### config.mk
export PLATFORM = sky130hd
export DESIGN_NAME = stack_calc_ctrl
export DESIGN_NICKNAME = d
export VERILOG_FILES = /design/src/rtl/stack_calc_ctrl.sv
export SDC_FILE = /design/constraint.sdc
export NUM_CORES = 1
export LEC_CHECK = 0
export BUFFER_PORTS_ARGS = -buffer_cell sky130_fd_sc_hd__buf_2
export CAP_MARGIN = 20
export CORE_ASPECT_RATIO = 1.2
export CORE_MARGIN = 2
export CORE_UTILIZATION = 61
export DETAILED_ROUTE_END_ITERATION = 8
export PLACE_DENSITY = 0.81
export SYNTH_ARGS = -nofsm -noshare
export SYNTH_HDL_FRONTEND = slang
export SYNTH_SLANG_ARGS = --single-unit
### constraint.sdc
create_clock -name clk -period 13.6 [get_ports clk]
set_clock_uncertainty 0.05 [all_clocks]
set_input_delay 4.08 -clock clk [delete_from_list [all_inputs] [get_ports clk]]
set_output_delay 4.08 -clock clk [all_outputs]
set_load 0.005 [all_outputs]
### src/rtl/stack_calc_ctrl.sv
// Stack-based calculator controller. A RAM-backed stack grows downward
// from the top address; buttons trigger push/pop/arith/display commands,
// with the operation bank selected by mode.
module stack_calc_ctrl #(
   parameter int DATA_W = 8,
   parameter int ADDR_W = 7
) (
   input  logic              clk,
   input  logic              rst_n,
   input  logic [3:0]        btns,
   input  logic [1:0]        mode,
   input  logic [DATA_W-1:0] operand,
   output logic              we,
   output logic [ADDR_W-1:0] address,
   output logic [DATA_W-1:0] data_out,
   input  logic [DATA_W-1:0] data_in,
   output logic [ADDR_W-1:0] disp_addr,
   output logic [DATA_W-1:0] disp_data,
   output logic              empty,
   output logic              full,
   output logic              err,
   output logic              carry,
   output logic              busy
);

   typedef enum logic [2:0] {IDLE, WR, RD_A, RD_B, EXEC} state_t;
   typedef enum logic [1:0] {OP_ADD, OP_SUB, OP_MUL, OP_DUP} op_t;

   localparam logic [ADDR_W-1:0] ADDR_TOP = {ADDR_W{1'b1}};
   localparam logic [ADDR_W-1:0] ADDR_ONE = ADDR_W'(1);
   localparam logic [ADDR_W-1:0] ADDR_TWO = ADDR_W'(2);
   localparam logic [ADDR_W:0]   CNT_ONE  = (ADDR_W+1)'(1);
   localparam logic [ADDR_W:0]   CNT_TWO  = (ADDR_W+1)'(2);
   localparam logic [ADDR_W:0]   CNT_FULL = {1'b1, {ADDR_W{1'b0}}};

   state_t              state;
   op_t                 op;
   logic [ADDR_W-1:0]   sp;
   logic [ADDR_W-1:0]   dar;
   logic [ADDR_W:0]     count;
   logic [3:0]          btns_q;
   logic [DATA_W-1:0]   a_q;
   logic [DATA_W-1:0]   wr_data;
   logic                idle_q;

   logic [3:0]          rise;
   logic                cmd_hit;
   logic [1:0]          cmd_idx;
   logic [ADDR_W-1:0]   top_addr;
   logic [ADDR_W-1:0]   sec_addr;
   logic [DATA_W:0]     sum;
   logic [DATA_W:0]     diff;
   logic [2*DATA_W-1:0] prod;
   logic [DATA_W-1:0]   result;
   logic                res_carry;

   assign rise      = btns & ~btns_q;
   assign top_addr  = sp + ADDR_ONE;
   assign sec_addr  = sp + ADDR_TWO;
   assign empty     = (count == '0);
   assign full      = (count == CNT_FULL);
   assign busy      = (state != IDLE);
   assign disp_addr = dar;

   // B is the second entry, arriving on data_in during EXEC; A was captured in RD_B.
   assign sum  = {1'b0, data_in} + {1'b0, a_q};
   assign diff = {1'b0, data_in} - {1'b0, a_q};
   assign prod = {{DATA_W{1'b0}}, data_in} * {{DATA_W{1'b0}}, a_q};

   // Pick the highest-priority rising edge this cycle.
   always_comb begin
      // NOTE: every variable gets a default first so no path leaves it unassigned and infers a latch.
      cmd_hit = 1'b1;
      cmd_idx = 2'd0;
      if (rise[3])      cmd_idx = 2'd3;
      else if (rise[2]) cmd_idx = 2'd2;
      else if (rise[1]) cmd_idx = 2'd1;
      else if (!rise[0]) cmd_hit = 1'b0;
   end

   // Arithmetic result and carry/borrow/overflow flag for the latched op.
   always_comb begin
      result    = sum[DATA_W-1:0];
      res_carry = sum[DATA_W];
      case (op)
         OP_SUB: begin
            result    = diff[DATA_W-1:0];
            res_carry = diff[DATA_W];
         end
         OP_MUL: begin
            result    = prod[DATA_W-1:0];
            res_carry = |prod[2*DATA_W-1:DATA_W];
         end
         default: ;
      endcase
   end

   // RAM port decode from the current state; reset forces IDLE so we drops at once.
   always_comb begin
      we       = 1'b0;
      address  = dar;
      data_out = wr_data;
      case (state)
         WR: begin
            we      = 1'b1;
            address = sp;
         end
         RD_A: address = top_addr;
         RD_B: address = sec_addr;
         EXEC: begin
            we       = 1'b1;
            address  = sec_addr;
            data_out = result;
         end
         default: ;
      endcase
   end

   // Button history and display capture of the word read at DAR while idle.
   always_ff @(posedge clk or negedge rst_n) begin
      if (!rst_n) begin
         btns_q    <= '0;
         idle_q    <= 1'b0;
         disp_data <= '0;
      end else begin
         // NOTE: non-blocking assignments so every flop samples pre-edge values regardless of statement order.
         btns_q <= btns;
         idle_q <= (state == IDLE);
         if (idle_q) disp_data <= data_in;
      end
   end

   // Command FSM: stack pointer, count, DAR, flags and operand capture.
   always_ff @(posedge clk or negedge rst_n) begin
      if (!rst_n) begin
         state   <= IDLE;
         op      <= OP_ADD;
         sp      <= ADDR_TOP;
         dar     <= ADDR_TOP;
         count   <= '0;
         a_q     <= '0;
         wr_data <= '0;
         err     <= 1'b0;
         carry   <= 1'b0;
      end else begin
         case (state)
            IDLE: if (cmd_hit) begin
               if (cmd_idx == 2'd3) begin
                  sp    <= ADDR_TOP;
                  dar   <= ADDR_TOP;
                  count <= '0;
                  err   <= 1'b0;
                  carry <= 1'b0;
               end else begin
                  case (mode)
                     2'b00: case (cmd_idx)
                        2'd0: if (full) err <= 1'b1;
                              else begin
                                 wr_data <= operand;
                                 state   <= WR;
                              end
                        2'd1: if (empty) err <= 1'b1;
                              else begin
                                 sp    <= top_addr;
                                 count <= count - CNT_ONE;
                                 dar   <= sec_addr;
                              end
                        default: if (full) err <= 1'b1;
                              else begin
                                 op    <= OP_DUP;
                                 state <= RD_A;
                              end
                     endcase
                     2'b01: if (count < CNT_TWO) err <= 1'b1;
                            else begin
                               op    <= (cmd_idx == 2'd0) ? OP_ADD :
                                        (cmd_idx == 2'd1) ? OP_SUB : OP_MUL;
                               state <= RD_A;
                            end
                     2'b10: case (cmd_idx)
                        2'd0:    if (empty) err <= 1'b1;
                                 else dar <= top_addr;
                        2'd1:    dar <= dar + ADDR_ONE;
                        default: dar <= dar - ADDR_ONE;
                     endcase
                     default: ;
                  endcase
               end
            end
            RD_A: state <= RD_B;
            RD_B: begin
               a_q     <= data_in;
               wr_data <= data_in;
               state   <= (op == OP_DUP) ? WR : EXEC;
            end
            WR: begin
               sp    <= sp - ADDR_ONE;
               count <= count + CNT_ONE;
               dar   <= sp;
               state <= IDLE;
            end
            EXEC: begin
               sp    <= top_addr;
               count <= count - CNT_ONE;
               dar   <= sec_addr;
               carry <= res_carry;
               state <= IDLE;
            end
            default: state <= IDLE;
         endcase
      end
   end

endmodule

== Yosys cells after proc, flatten, opt, wreduce, memory -nomap -nowiden ==
Cells that the tools add are included.
Word-level totals
  flip-flop bits (word level): 58
  output and inout port bits: 36
Operators by class
  add/subtract/negate cells: 9
  bitwise operators: 3
  $lt $le $gt $ge: 1
  multiplexer cells: 62
  equality and inequality tests: 35
  reduce and logical (&&, ||, !) cells: 21
  multipliers: 1
Operators with widths (count)
  $mux 8: 11
  $mux 7: 9
  $pmux 7 s3: 3
  $pmux 8 s2: 2
  $pmux 7 s2: 2
  $pmux 8 s3: 1
  $reduce_and 6->1: 4
  $mux 3: 6
  $mul 8x8->16: 1
  $ne 3x3->1 const B: 5
  $add 7x1->7 const B: 2
  $mux 1: 14
  $mux 2: 7
  $sub 7x1->7 const B: 2
  $ne 2x2->1 const B: 6
  $ne 4x4->1 const B: 3
  $pmux 3 s2: 2
  $add 8x8->9: 1
  $ne 3x1->1 const B: 3
  $pmux 3 s3: 1
  $sub 8x8->9: 1
  $add 8x1->8 const B: 1
  $eq 2x2->1 const B: 4
  $eq 8x8->1 const B: 1
  28 further kinds: 40

== Depth between registers and ports, before layout ==
  depth in word-level cells: 11
  depth in mapped cells: 18
  mapped depth without buffers: 18

== Least setup slack after synthesis ==
Ideal clock, no wire load.
  kind: input -> output
  from: input data_in[2]
  to: output data_out[7]
  slack: 1881 ps
  cell stages on the path: 15
  arrival: 7589 ps
  path through: clkbuf_1 -> nand2_1 -> fa_1 -> fa_1 -> inv_1 -> fa_1 -> inv_1 -> fa_1 -> inv_1 -> ha_1 -> o21ai_0 -> nor2_1 -> a21oi_1 -> a221oi_1 -> o31ai_1
Between the ends
  longest elaborated chain between the ends: 3
RTL lines
  from (decl): RTL line 16  | input logic [DATA_W-1:0] data_in,
  $mul 8x8->16, or another cell as far along: RTL line 68  | assign prod = {{DATA_W{1'b0}}, data_in} * {{DATA_W{1'b0}}, a_q};
  $pmux 8 s2 (*): RTL line 85  | case (op)
  $mux 8 (*): RTL line 103  | case (state)
  to (decl): RTL line 15  | output logic [DATA_W-1:0] data_out,
Every way passes the cells marked *; elsewhere a longest branch is shown, timed or not.

== Worst setup path after layout ==
  from: input data_in[3]
  to: output data_out[7]
Same word-level chain as after synthesis.

==> flow_metrics.tcl <==
set metrics [dict create \
    postCtsSetupBuffers 0 \
    port_buffers 59 \
    viasPerCell 6.15 \
    antenna-diode-count 0 \
    ctsResizeCount 0 \
    setup_viol 0 \
    grtUsageTotal 0.303 \
    ys_seq_area_frac 0.208 \
    drc_errors 0 \
    synth_top_family_by_area "adder cells" \
    antenna_found_initial 0 \
    max_freq_mhz 81.6 \
    relSlewSlack 0.354 \
    synth_xor_area_frac 0.0322 \
    clkTransAtPathRegs_ns 0.05 \
    first_iter_violations 471 \
    synth_compound_area_frac 0.222 \
    cp-start-kind "input pin" \
    grt_pass1_vias 6212 \
    ys_async_sr_fraction 1.00 \
    finalSetupTns_ns 0 \
    slew_viol_final 0 \
    dp_slack_ns 1.38 \
    tightest_slew_ns 0.968 \
    cts.path.max_buffers 2 \
    grt_pass1_wl_um 29600 \
    cts.sinks 58 \
    worst_slack_ns 1.34 \
    die_w_um 102 \
    vias 6474 \
    wl_per_cell_um 17.6 \
    syn_avg_cell_area_sq_um 8.23 \
    synthMuxAreaShare 0.0385 \
    synth.distinct_cells 73 \
    gr-total-overflow 0 \
    drive_gt1_frac 0.135 \
    grt_max_degree 59 \
    critical_path_required_ns 9.47 \
    cts_hold_buf 0 \
    synthSimpleGateAreaFrac 0.186 \
    fillers 975 \
    rsz0062_at_grt "no" \
    finish.utilization 0.676 \
    r2r_slack_ns 8.63 \
    area_growth_pct 9.37 \
    cts_buffers 9 \
    ios 60 \
    hpwl_um 13900 \
    synth_adder_area_share 0.236 \
    synth_edf_count 0 \
    fp.dieH_um 122 \
    crit_fanout 11 \
    num-nets-final 1024 \
    endpoint_kind "primary output" \
    critPathKind "input pin to primary output" \
    core_area_sq_mm 0.0115 \
    die_area_sq_mm 0.0125 \
    ys_ff_latch 58 \
    synthFlopType "dfrtp_1" \
    cts_tree "yes" \
    period_share 0.901 \
    root_buffer "clkbuf_16" \
    clkLatencyLatePin_ns 0.33 \
    status "finished clean" \
    start_util 0.618 \
    synth_nets 994 \
    dr.pass1.iters 5 \
    detail-route-antenna-nets 0 \
    drv_cap 0 \
    placementRows 43 \
    worstPathArrival_ns 8.13 \
    globalplace.congestion 0.947 \
    period_minus_slack_ns 12.26 \
    hold_path.class "flip-flop to flip-flop" \
    ctsHtreeMaxLevel 3 \
    yosys_warnings 0 \
    drt-total-wl_um 18500 \
    synth_area_sq_mm 0.00708 \
    finalHoldViolCount 0 \
    syn_inst 860 \
]
## layout make-up
class | count | area, sq um | share of cell area
inverter | 94 | 353 | 0.0456
tap | 157 | 196 | 0.0254
multi-input combinational | 663 | 5050 | 0.653
sequential | 58 | 1470 | 0.190
clock buffer | 11 | 233 | 0.0301
clock inverter | 5 | 103 | 0.0133
timing repair buffer | 64 | 333 | 0.0430
## sequential cells by signal, summed over array words and instances (netlist names)
| register | flops |
|---|---|
| state | 3 |
| wr_data | 8 |
| disp_data | 8 |
| op | 2 |
| idle_q | 1 |
| sp | 7 |
| err | 1 |
| count | 8 |
| carry | 1 |
| a_q | 8 |
| btns_q | 4 |
| disp_addr | 7 |
## through the flow
step | instance area, sq um | hold WS, ns | std cells
2_1_floorplan | 7080 | 0.432 | 860
3_3_place_gp | 7410 | 0.443 | 1036
3_5_place_dp | 7410 | 0.452 | 1036
4_1_cts | 7740 | 0.463 | 1052
5_1_grt | 7740 | 0.472 | 1052
6_report | 7740 | 0.457 | 1052
## critical path, cell delays in order
cell and delay [ns]:
buf_2 0.19, and2_1 0.21, fa_1 0.54, inv_1 0.05, fa_1 0.48, inv_1 0.05, fa_1 0.53, inv_1 0.05
fa_1 0.53, inv_1 0.04, ha_1 0.39, o21ai_0 0.14, nor2_1 0.19, a21oi_1 0.06, a221oi_1 0.32, o31ai_1 0.13
buf_2 0.13
## layout by cell type, fill, tap and decap left out, types with 5 or more instances in the layout
cell / n
xnor2_1: 18
o31ai_1: 8
ha_1: 71
buf_2: 59
o21ai_0: 55
nor2_1: 68
nand3_1: 12
buf_4: 5
nor3_1: 19
a21o_1: 14
mux2_2: 10
nand2b_1: 18
inv_1: 94
or3_1: 8
fa_1: 39
o311ai_0: 5
a211oi_1: 11
dfstp_2: 14
dfrtp_1: 44
nand3b_1: 6
nor2b_1: 7
o211ai_1: 6
a221oi_1: 9
nand2_1: 83
a21oi_1: 43
and2_1: 29
o22ai_1: 7
a31oi_1: 19
o21bai_1: 6
xor2_1: 8
clkbuf_16: 9
mux2i_1: 7
## kinds of logic (layout without fill, tap and decap cells)
kind of cell	Yosys count	in the layout
xor+xnor	26	26
simple gates	271	271
buf+inv	139	174
compound gates	234	234
mux	22	22
flops	58	58
fa+ha+maj	110	110
## layer usage
| metal | routed length (um) | global-route usage | share of wire |
|---|---|---|---|
| met1 | 7240 | 0.374 | 0.39 |
| met2 | 9420 | 0.524 | 0.51 |
| met3 | 1070 | 0.0350 | 0.058 |
| met4 | 752 | 0.145 | 0.041 |
| met5 | 0 | 0 | 0 |
## path summary, 6_finish.rpt
| path | start | end | cells after the start |
|---|---|---|---|
| max | data_in[3] | data_out[7] | 17 |
| min | disp_data[6] | disp_data[6] | 1 |
| max reg2reg | a_q[3] | carry | 17 |
| min reg2reg | disp_data[6] | disp_data[6] | 1 |
| max in group asynchronous | rst_n | count[4] | 2 |
| min in group asynchronous | rst_n | wr_data[1] | 2 |
## synth_stat cells, drive strengths merged (8+ instances only)
library cell,count,share of area
o31ai,8,0.0085
o21ai,58,0.042
or3,9,0.0087
nand2b,18,0.016
a21oi,47,0.035
a21o,14,0.015
xnor2,18,0.022
nand3,12,0.0085
ha,71,0.13
xor2,8,0.0099
nor2,68,0.036
mux2,13,0.022
dfstp,14,0.052
clkbuf,32,0.017
fa,39,0.11
inv,94,0.050
a211oi,11,0.012
a221oi,11,0.015
and2,31,0.027
nand2,83,0.044
dfrtp,44,0.16
nor3,20,0.016
buf,13,0.011
a31oi,19,0.017
Power is not shown: default switching activity piles up to over one toggle a cycle in this logic, so the estimate is an artifact.
